--- config.mk ---
export PLATFORM = sky130hd
export DESIGN_NAME = tap_apb_master
export DESIGN_NICKNAME = d
export VERILOG_FILES = /design/src/rtl/tap_apb_master.sv
export SDC_FILE = /design/constraint.sdc
export NUM_CORES = 1
export LEC_CHECK = 0
export ABC_AREA = 1
export CAP_MARGIN = 0
export CORE_ASPECT_RATIO = 1.2
export CORE_MARGIN = 5
export CORE_UTILIZATION = 30
export CTS_CLUSTER_DIAMETER = 40
export DETAILED_ROUTE_END_ITERATION = 16
export PLACE_DENSITY = 0.62
export SLEW_MARGIN = 15
export SYNTH_ARGS = -nofsm -noshare
export SYNTH_HDL_FRONTEND = slang
export SYNTH_SLANG_ARGS = --single-unit
export TNS_END_PERCENT = 50
--- constraint.sdc ---
create_clock -name TCK -period 2 [get_ports TCK]
set_input_delay 0.4 -clock TCK [delete_from_list [all_inputs] [get_ports TCK]]
set_output_delay 0.4 -clock TCK [all_outputs]
set_load 0.01 [all_outputs]
--- src/rtl/tap_apb_master.sv ---
// APB3 master stage behind the JTAG TAP: turns a one-cycle TAP request into an APB transfer and reports DONE/DATA/FAIL.
// Optional PREADY timeout is built only when TAP_APB_TIMEOUT_EN is defined.
module tap_apb_master #(
    parameter int                    ADDR_WIDTH     = 32,
    parameter int                    DATA_WIDTH     = 32,
    parameter int                    ERR_WIDTH      = 2,
    parameter logic [ADDR_WIDTH-1:0] BASE_ADDR      = 32'h4000_0000,
    parameter logic [ADDR_WIDTH-1:0] ADDR_SPAN      = 32'h0001_0000,
    parameter int                    TIMEOUT_CYCLES = 16
) (
    input  logic                  TCK,
    input  logic                  TRST_n,
    input  logic                  TRANSFER_tap_apb,
    input  logic                  RorW_tap_apb,
    input  logic [ADDR_WIDTH-1:0] ADDR_tap_apb,
    input  logic [DATA_WIDTH-1:0] DATA_tap_apb,
    output logic [DATA_WIDTH-1:0] DATA_apb_tap,
    output logic [ERR_WIDTH-1:0]  FAIL_apb_tap,
    output logic                  DONE_apb_tap,
    output logic                  PSEL,
    output logic                  PENABLE,
    output logic                  PWRITE,
    output logic [ADDR_WIDTH-1:0] PADDR,
    output logic [DATA_WIDTH-1:0] PWDATA,
    input  logic [DATA_WIDTH-1:0] PRDATA,
    input  logic                  PREADY,
    input  logic                  PSLVERR
);

    localparam logic [ERR_WIDTH-1:0] ERR_OK      = ERR_WIDTH'(0);
    localparam logic [ERR_WIDTH-1:0] ERR_INVALID = ERR_WIDTH'(1);
    localparam logic [ERR_WIDTH-1:0] ERR_SLVERR  = ERR_WIDTH'(2);

    typedef enum logic [1:0] {
        IDLE   = 2'd0,
        SETUP  = 2'd1,
        ACCESS = 2'd2,
        RESP   = 2'd3
    } state_t;

    state_t state;

    // One extra bit on both sides so BASE_ADDR+ADDR_SPAN cannot wrap past the top of the address space.
    logic [ADDR_WIDTH:0] addr_ext;
    logic [ADDR_WIDTH:0] lo_bound;
    logic [ADDR_WIDTH:0] hi_bound;
    logic                addr_ok;

    assign addr_ext = {1'b0, ADDR_tap_apb};
    assign lo_bound = {1'b0, BASE_ADDR};
    assign hi_bound = {1'b0, BASE_ADDR} + {1'b0, ADDR_SPAN};
    assign addr_ok  = (addr_ext >= lo_bound) && (addr_ext < hi_bound);

`ifdef TAP_APB_TIMEOUT_EN
    localparam logic [ERR_WIDTH-1:0] ERR_TIMEOUT = ERR_WIDTH'(3);
    localparam int                   CNT_W       = $clog2(TIMEOUT_CYCLES + 1);
    logic [CNT_W-1:0] wait_cnt;
`endif

    always_ff @(posedge TCK or negedge TRST_n) begin
        if (!TRST_n) begin
            state        <= IDLE;
            DATA_apb_tap <= '0;
            FAIL_apb_tap <= '0;
            DONE_apb_tap <= 1'b0;
            PSEL         <= 1'b0;
            PENABLE      <= 1'b0;
            PWRITE       <= 1'b0;
            PADDR        <= '0;
            PWDATA       <= '0;
`ifdef TAP_APB_TIMEOUT_EN
            wait_cnt     <= '0;
`endif
        end else begin
            case (state)
                IDLE: begin
                    DONE_apb_tap <= 1'b0;
                    if (TRANSFER_tap_apb) begin
                        if (addr_ok) begin
                            PADDR   <= ADDR_tap_apb;
                            PWRITE  <= RorW_tap_apb;
                            PWDATA  <= RorW_tap_apb ? DATA_tap_apb : '0;
                            PSEL    <= 1'b1;
                            PENABLE <= 1'b0;
                            state   <= SETUP;
                        end else begin
                            // Out-of-window requests complete without touching the bus.
                            FAIL_apb_tap <= ERR_INVALID;
                            DATA_apb_tap <= '0;
                            DONE_apb_tap <= 1'b1;
                            state        <= RESP;
                        end
                    end
                end
                SETUP: begin
                    PENABLE <= 1'b1;
                    state   <= ACCESS;
`ifdef TAP_APB_TIMEOUT_EN
                    wait_cnt <= '0;
`endif
                end
                ACCESS: begin
                    if (PREADY) begin
                        PSEL         <= 1'b0;
                        PENABLE      <= 1'b0;
                        FAIL_apb_tap <= PSLVERR ? ERR_SLVERR : ERR_OK;
                        DATA_apb_tap <= (!PWRITE && !PSLVERR) ? PRDATA : '0;
                        DONE_apb_tap <= 1'b1;
                        state        <= RESP;
                    end
`ifdef TAP_APB_TIMEOUT_EN
                    else if (wait_cnt == CNT_W'(TIMEOUT_CYCLES - 1)) begin
                        PSEL         <= 1'b0;
                        PENABLE      <= 1'b0;
                        FAIL_apb_tap <= ERR_TIMEOUT;
                        DATA_apb_tap <= '0;
                        DONE_apb_tap <= 1'b1;
                        state        <= RESP;
                    end else begin
                        wait_cnt <= wait_cnt + 1'b1;
                    end
`endif
                end
                RESP: begin
                    DONE_apb_tap <= 1'b0;
                    state        <= IDLE;
                end
                default: begin
                    DONE_apb_tap <= 1'b0;
                    state        <= IDLE;
                end
            endcase
        end
    end

endmodule
Word-level counts from Yosys, hierarchy flattened

Index checks and enable logic that the tools add are counted.

Register bits after elaboration: 104
Bits of input ports: 102
Output and inout bits: 102
Logic and storage cells: 58

$lt $le $gt $ge: 2
Equal/unequal tests: 7
Muxes and demuxes: 26
Reduce and logical (&&, ||, !) cells: 14

Operators with widths:

| cell                   | count |
|---|---|
| $mux W32               | 5 |
| $pmux W32 S2           | 1 |
| $ge A32 B31 Y1 const B | 1 |
| $lt A32 B31 Y1 const B | 1 |
| $mux W2                | 7 |
| $reduce_and A4 Y1      | 3 |
| $mux W1                | 8 |
| $ne A2 B2 Y1 const B   | 4 |
| $pmux W2 S4            | 1 |
| $pmux W1 S3            | 2 |
| $reduce_bool A3 Y1     | 2 |
| $eq A2 B2 Y1 const B   | 2 |
| $pmux W2 S2            | 1 |
| $reduce_and A2 Y1      | 2 |
| $reduce_and A3 Y1      | 1 |
| $eq A2 B1 Y1 const B   | 1 |
| $logic_and A1 B1 Y1    | 2 |
| $logic_not A1 Y1       | 2 |
| $logic_not A2 Y1       | 1 |
| $pmux W1 S2            | 1 |
| $reduce_bool A2 Y1     | 1 |

Longest topological paths before layout

Word-level depth: 5
Depth in mapped cells: 11
Mapped depth without buffers: 9

Worst setup path after synthesis

Ideal clock, no wire load.

Path kind: register to register
Start: register state[0]
End: register DATA_apb_tap[21]
Setup time: 0.126 ns
Data arrival time: 1.501 ns
Required time: 1.874 ns
Slack: 0.372 ns
Cell stages (with the launch flop): 12
Path buffers: 3
Clock period less this slack: 1.628 ns
Cell sequence: dfrtp_1 inv_1 ha_1 buf_2 nand2_1 o21ai_2 nor2_2 nand2_2 buf_6 buf_6 nand2_1 o21ai_0

Longest elaborated chain between the ends: 3
Elaborated cells between the ends (all ways): 8
Those cells by class: eq/ne (4); mux (1); reduce/logical (3)

Ends and longest elaborated chain:

| what                                                         | line | source |
|---|---|---|
| start, declared                                              | 41   | `state_t state;` |
| start signal, assigned                                       | 62   | `state <= IDLE;` |
| start signal, assigned                                       | 85   | `state <= SETUP;` |
| start signal, assigned                                       | 91   | `state <= RESP;` |
| $eq A2 B2 Y1 or $logic_not A2 Y1 (tied branches)             | 75   | `case (state)` |
| $ne A2 B2 Y1 (no line) or $reduce_bool A2 Y1 (tied branches) | -    |  |
| $reduce_and A4 Y1 (no line)                                  | -    |  |
| end signal, assigned                                         | 107  | `DATA_apb_tap <= (!PWRITE && !PSLVERR) ? PRDATA : '0;` |
| end, declared                                                | 17   | `output logic [DATA_WIDTH-1:0] DATA_apb_tap,` |

Parallel ways exist; a longest one is shown, timed or not.
A chain may end at the register's enable or synchronous reset.

Worst setup path in the final report

Start: register state[1]
End: register DATA_apb_tap[14]

Same word-level chain as after synthesis.

==> summary.md <==
| Metric | Value |
|---|---|
| Slowest Stage Delay on Critical Path | ~0.4 ns |
| Hold slack | between 0.4 and 0.5 ns |
| CP Max Fanout | 36 |
| Compound-Gate Fraction of Synth Area | 0.0907 |
| # rows | 47 |
| TritonCTS clock tree | yes |
| GPL Wtd Cong | 0.835 |
| Post-synthesis sequential area ratio | 0.623 |
| Drt total wl | 13000 µm |
| Post-route ant nets | 0 |
| Reg2reg end | DATA_apb_tap[14] |
| Area Overhead vs Synth | 60.9% |
| Adder-cell share of the synthesized area | 0.00898 |
| Diode count | 0 |
| I/O Pins | slightly above 200 |
| Outcome | finished clean |
| CTS resizes | 0 |
| Post-synthesis xor/xnor area fraction | 0 |
| Power Density | about 1000 mW/mm² |
| # DRC | 0 |
| CTS Buf Count | 9 |
| Slew headroom | 0.753 |
| R2r worst-path depth | 9 |
| Crit path launch | state[1] |
| First-pass GRT wire length | between 20000 and 25000 µm |
| Tightest Pin Transition | 0.371 ns |
| Starting Density | 0.304 |
| Levels on crit path | 9 |
| Max Root-Sink Buffers | 2 |
| Final Cycle Share | 0.885 |
| DR pass1 iterations | 4 |
| Port bufs | about 200 |
| Final core occ | 0.488 |
| Post-synthesis cell type count | 20 |
| Hold_buf cts | 1 |
| Yosys reg bits | 104 |
| Initial drt markers | between 200 and 300 |
| Simple-Gate Fraction of Synth Area | 0.222 |
| Largest net degree at the start of global routing | 67 |
| Syn Inst Count | ~460 |
| Setup crit end kind | flop |
| Pleak | slightly above 3 nW |
| DPL Wire Length | 9640 µm |
| RSZ-0062 raised after global routing | no |
| Via count | ~3900 |
| WP buf/inv | 3 |
| Layout cells sized above 1 | 0.0511 |
| Tot GR Track Use | 0.158 |
| Syn Area/Cell | 9.00 µm² |
| Remaining Overflow, GRT | 0 |
| Worst-Skew Late Latency | approximately 0.34 ns |
| Filler cell count | roughly 1300 |
| Antenna violations before repair | 0 |
| Vias in the first global route | ~4000 |
| Synth Net Count | roughly 570 |
| Clock transition at path regs | around 0.070 ns |
| Worst path required time | around 2.3 ns |
| Delay-heaviest family, CP | flip-flops |
| Post-CTS Setup Bufs | 0 |
| Fmax | about 0.57 GHz |
| Final Skew | roughly 0.0044 ns |
| R2r startpoint | state[1] |
| Cell Area, Synth | about 0.0042 mm² |
| Worst Path Arrival | around 2.0 ns |
| Final count of negative-setup-slack endpoints | 0 |
| Die ar. | ~0.016 mm² |
| HP Class | flop to flop |
| Largest family of logic cells by synthesized area | simple AND/OR/NAND/NOR gates |
| Clk root buf | clkbuf_16 |
| Max-slew violations | 0 |
| # H-tree levels | 3 |
| Slowest cell on crit path | dfrtp_1 |
| MaxCap Viol Count | 0 |
| CTS Sinks | about 100 |
| CP Cell Sequence | inv_1 -> ha_1 -> inv_2 -> o21ai_2 -> nor2_2 -> nand2_2 -> buf_12 -> nand2_1 -> o21ai_0 |
| CP Capture Point | DATA_apb_tap[14] |
| Routed wire per std cell | approximately 16 µm |
| Fin nets | around 770 |
| Die X | around 120 µm |
| Core ar. | between 0.01 and 0.015 mm² |
| Min cycle time layout | roughly 1.8 ns |
| VDD IR-drop max | 0.651 mV |
| R2r setup slk | approximately 0.23 ns |
| Yosys warning count | 0 |
| DR vias/cell | 4.61 |
| Startpoint Class | flop |
| Die height | about 140 µm |
| Critical setup path kind | flop to flop |
| Final hold violation count | 0 |
| Post-synthesis mux area share | 0 |
metrics by stage:
step           setup slack, ns  TNS, ns  area, µm²  power (mW)  cells
2_1_floorplan            0.372        0       4180        3.89    464
3_3_place_gp           0.00252        0       6440        5.05    820
3_5_place_dp           -0.0380   -0.209       6440        5.14    820
4_1_cts                  0.232        0       6720        6.83    836
5_1_grt                 0.0415        0       6720        7.18    836
6_report                 0.231        0       6720        6.73    836
sequential cells by signal (all words and copies together) (netlist names):
signal / cells
DATA_apb_tap: 32
DONE_apb_tap: 1
FAIL_apb_tap: 2
PADDR: 32
PENABLE: 1
PSEL: 1
PWDATA: 32
PWRITE: 1
state: 2
logic make-up after synthesis:
| logic type | after synthesis |
|---|---|
| AO/OA/AOI/OAI | 74 |
| adder cells (fa/ha/maj) | 3 |
| buffers and inverters | 52 |
| flip-flops | 104 |
| AND/OR/NAND/NOR | 231 |
layout make-up:
type	count	area (µm²)	share of cell area
multi-input combinational	308	1350	0.200
inverter	23	86.3	0.0128
clock inverter	3	17.5	0.00261
sequential	104	2600	0.387
tap	171	214	0.0318
clock buffer	12	256	0.0382
timing repair buffer	215	2200	0.327
cell usage after synthesis:
cell	number	area, µm²
buf_2	10	50.1
o21ai_2	1	8.76
a22oi_1	1	7.51
a21oi_1	4	20.0
ha_1	3	37.5
clkbuf_1	16	60.1
nand2_2	1	6.26
buf_6	3	33.8
nand2_1	162	608
o21bai_1	1	7.51
nand3_1	35	175
inv_2	1	3.75
nor2_2	2	12.5
nand4_1	2	12.5
o21ai_1	20	100
inv_1	22	82.6
or2_2	2	12.5
dfrtp_1	104	2600
o21ai_0	47	235
nor2_1	27	101
layout by cell type, fill, tap and decap left out, drive strengths merged, types with 4 or more instances in the layout:
| master | instances |
|---|---|
| a21oi | 4 |
| buf | 12 |
| clkbuf | 12 |
| clkdlybuf4s50 | 202 |
| dfrtp | 104 |
| inv | 23 |
| nand2 | 163 |
| nand3 | 35 |
| nor2 | 29 |
| o21ai | 68 |
routing by layer:
layer,GRT usage,part of all wire,up-vias,routed length [µm]
met5,0,0,-,0
met1,0.199,0.42,1809,5520
met3,0.0552,0.081,16,1060
met2,0.254,0.48,161,6190
li1,-,-,1867,-
met4,0.0568,0.017,0,223
worst min-delay path by stage:
stage | from | end | slack [ns] | cells after the start
after floorplan | TRST_n | DATA_apb_tap[0] | 0.10 | 0
after CTS | PADDR[30] | PADDR[30] | 0.48 | 1
after global placement | TRST_n | DATA_apb_tap[21] | 0.33 | 1
final | PADDR[30] | PADDR[30] | 0.47 | 1
after detailed placement | TRST_n | DATA_apb_tap[21] | 0.33 | 1
after global routing | PADDR[30] | PADDR[30] | 0.49 | 1
power by group:
part | internal [mW] | total [mW] | switching [mW]
clock network | 0.902 | 1.66 | 0.753
logic | 1.19 | 2.41 | 1.22
registers | 2.47 | 2.67 | 0.201
No activity file was read; power rests on OpenSTA's default activity.
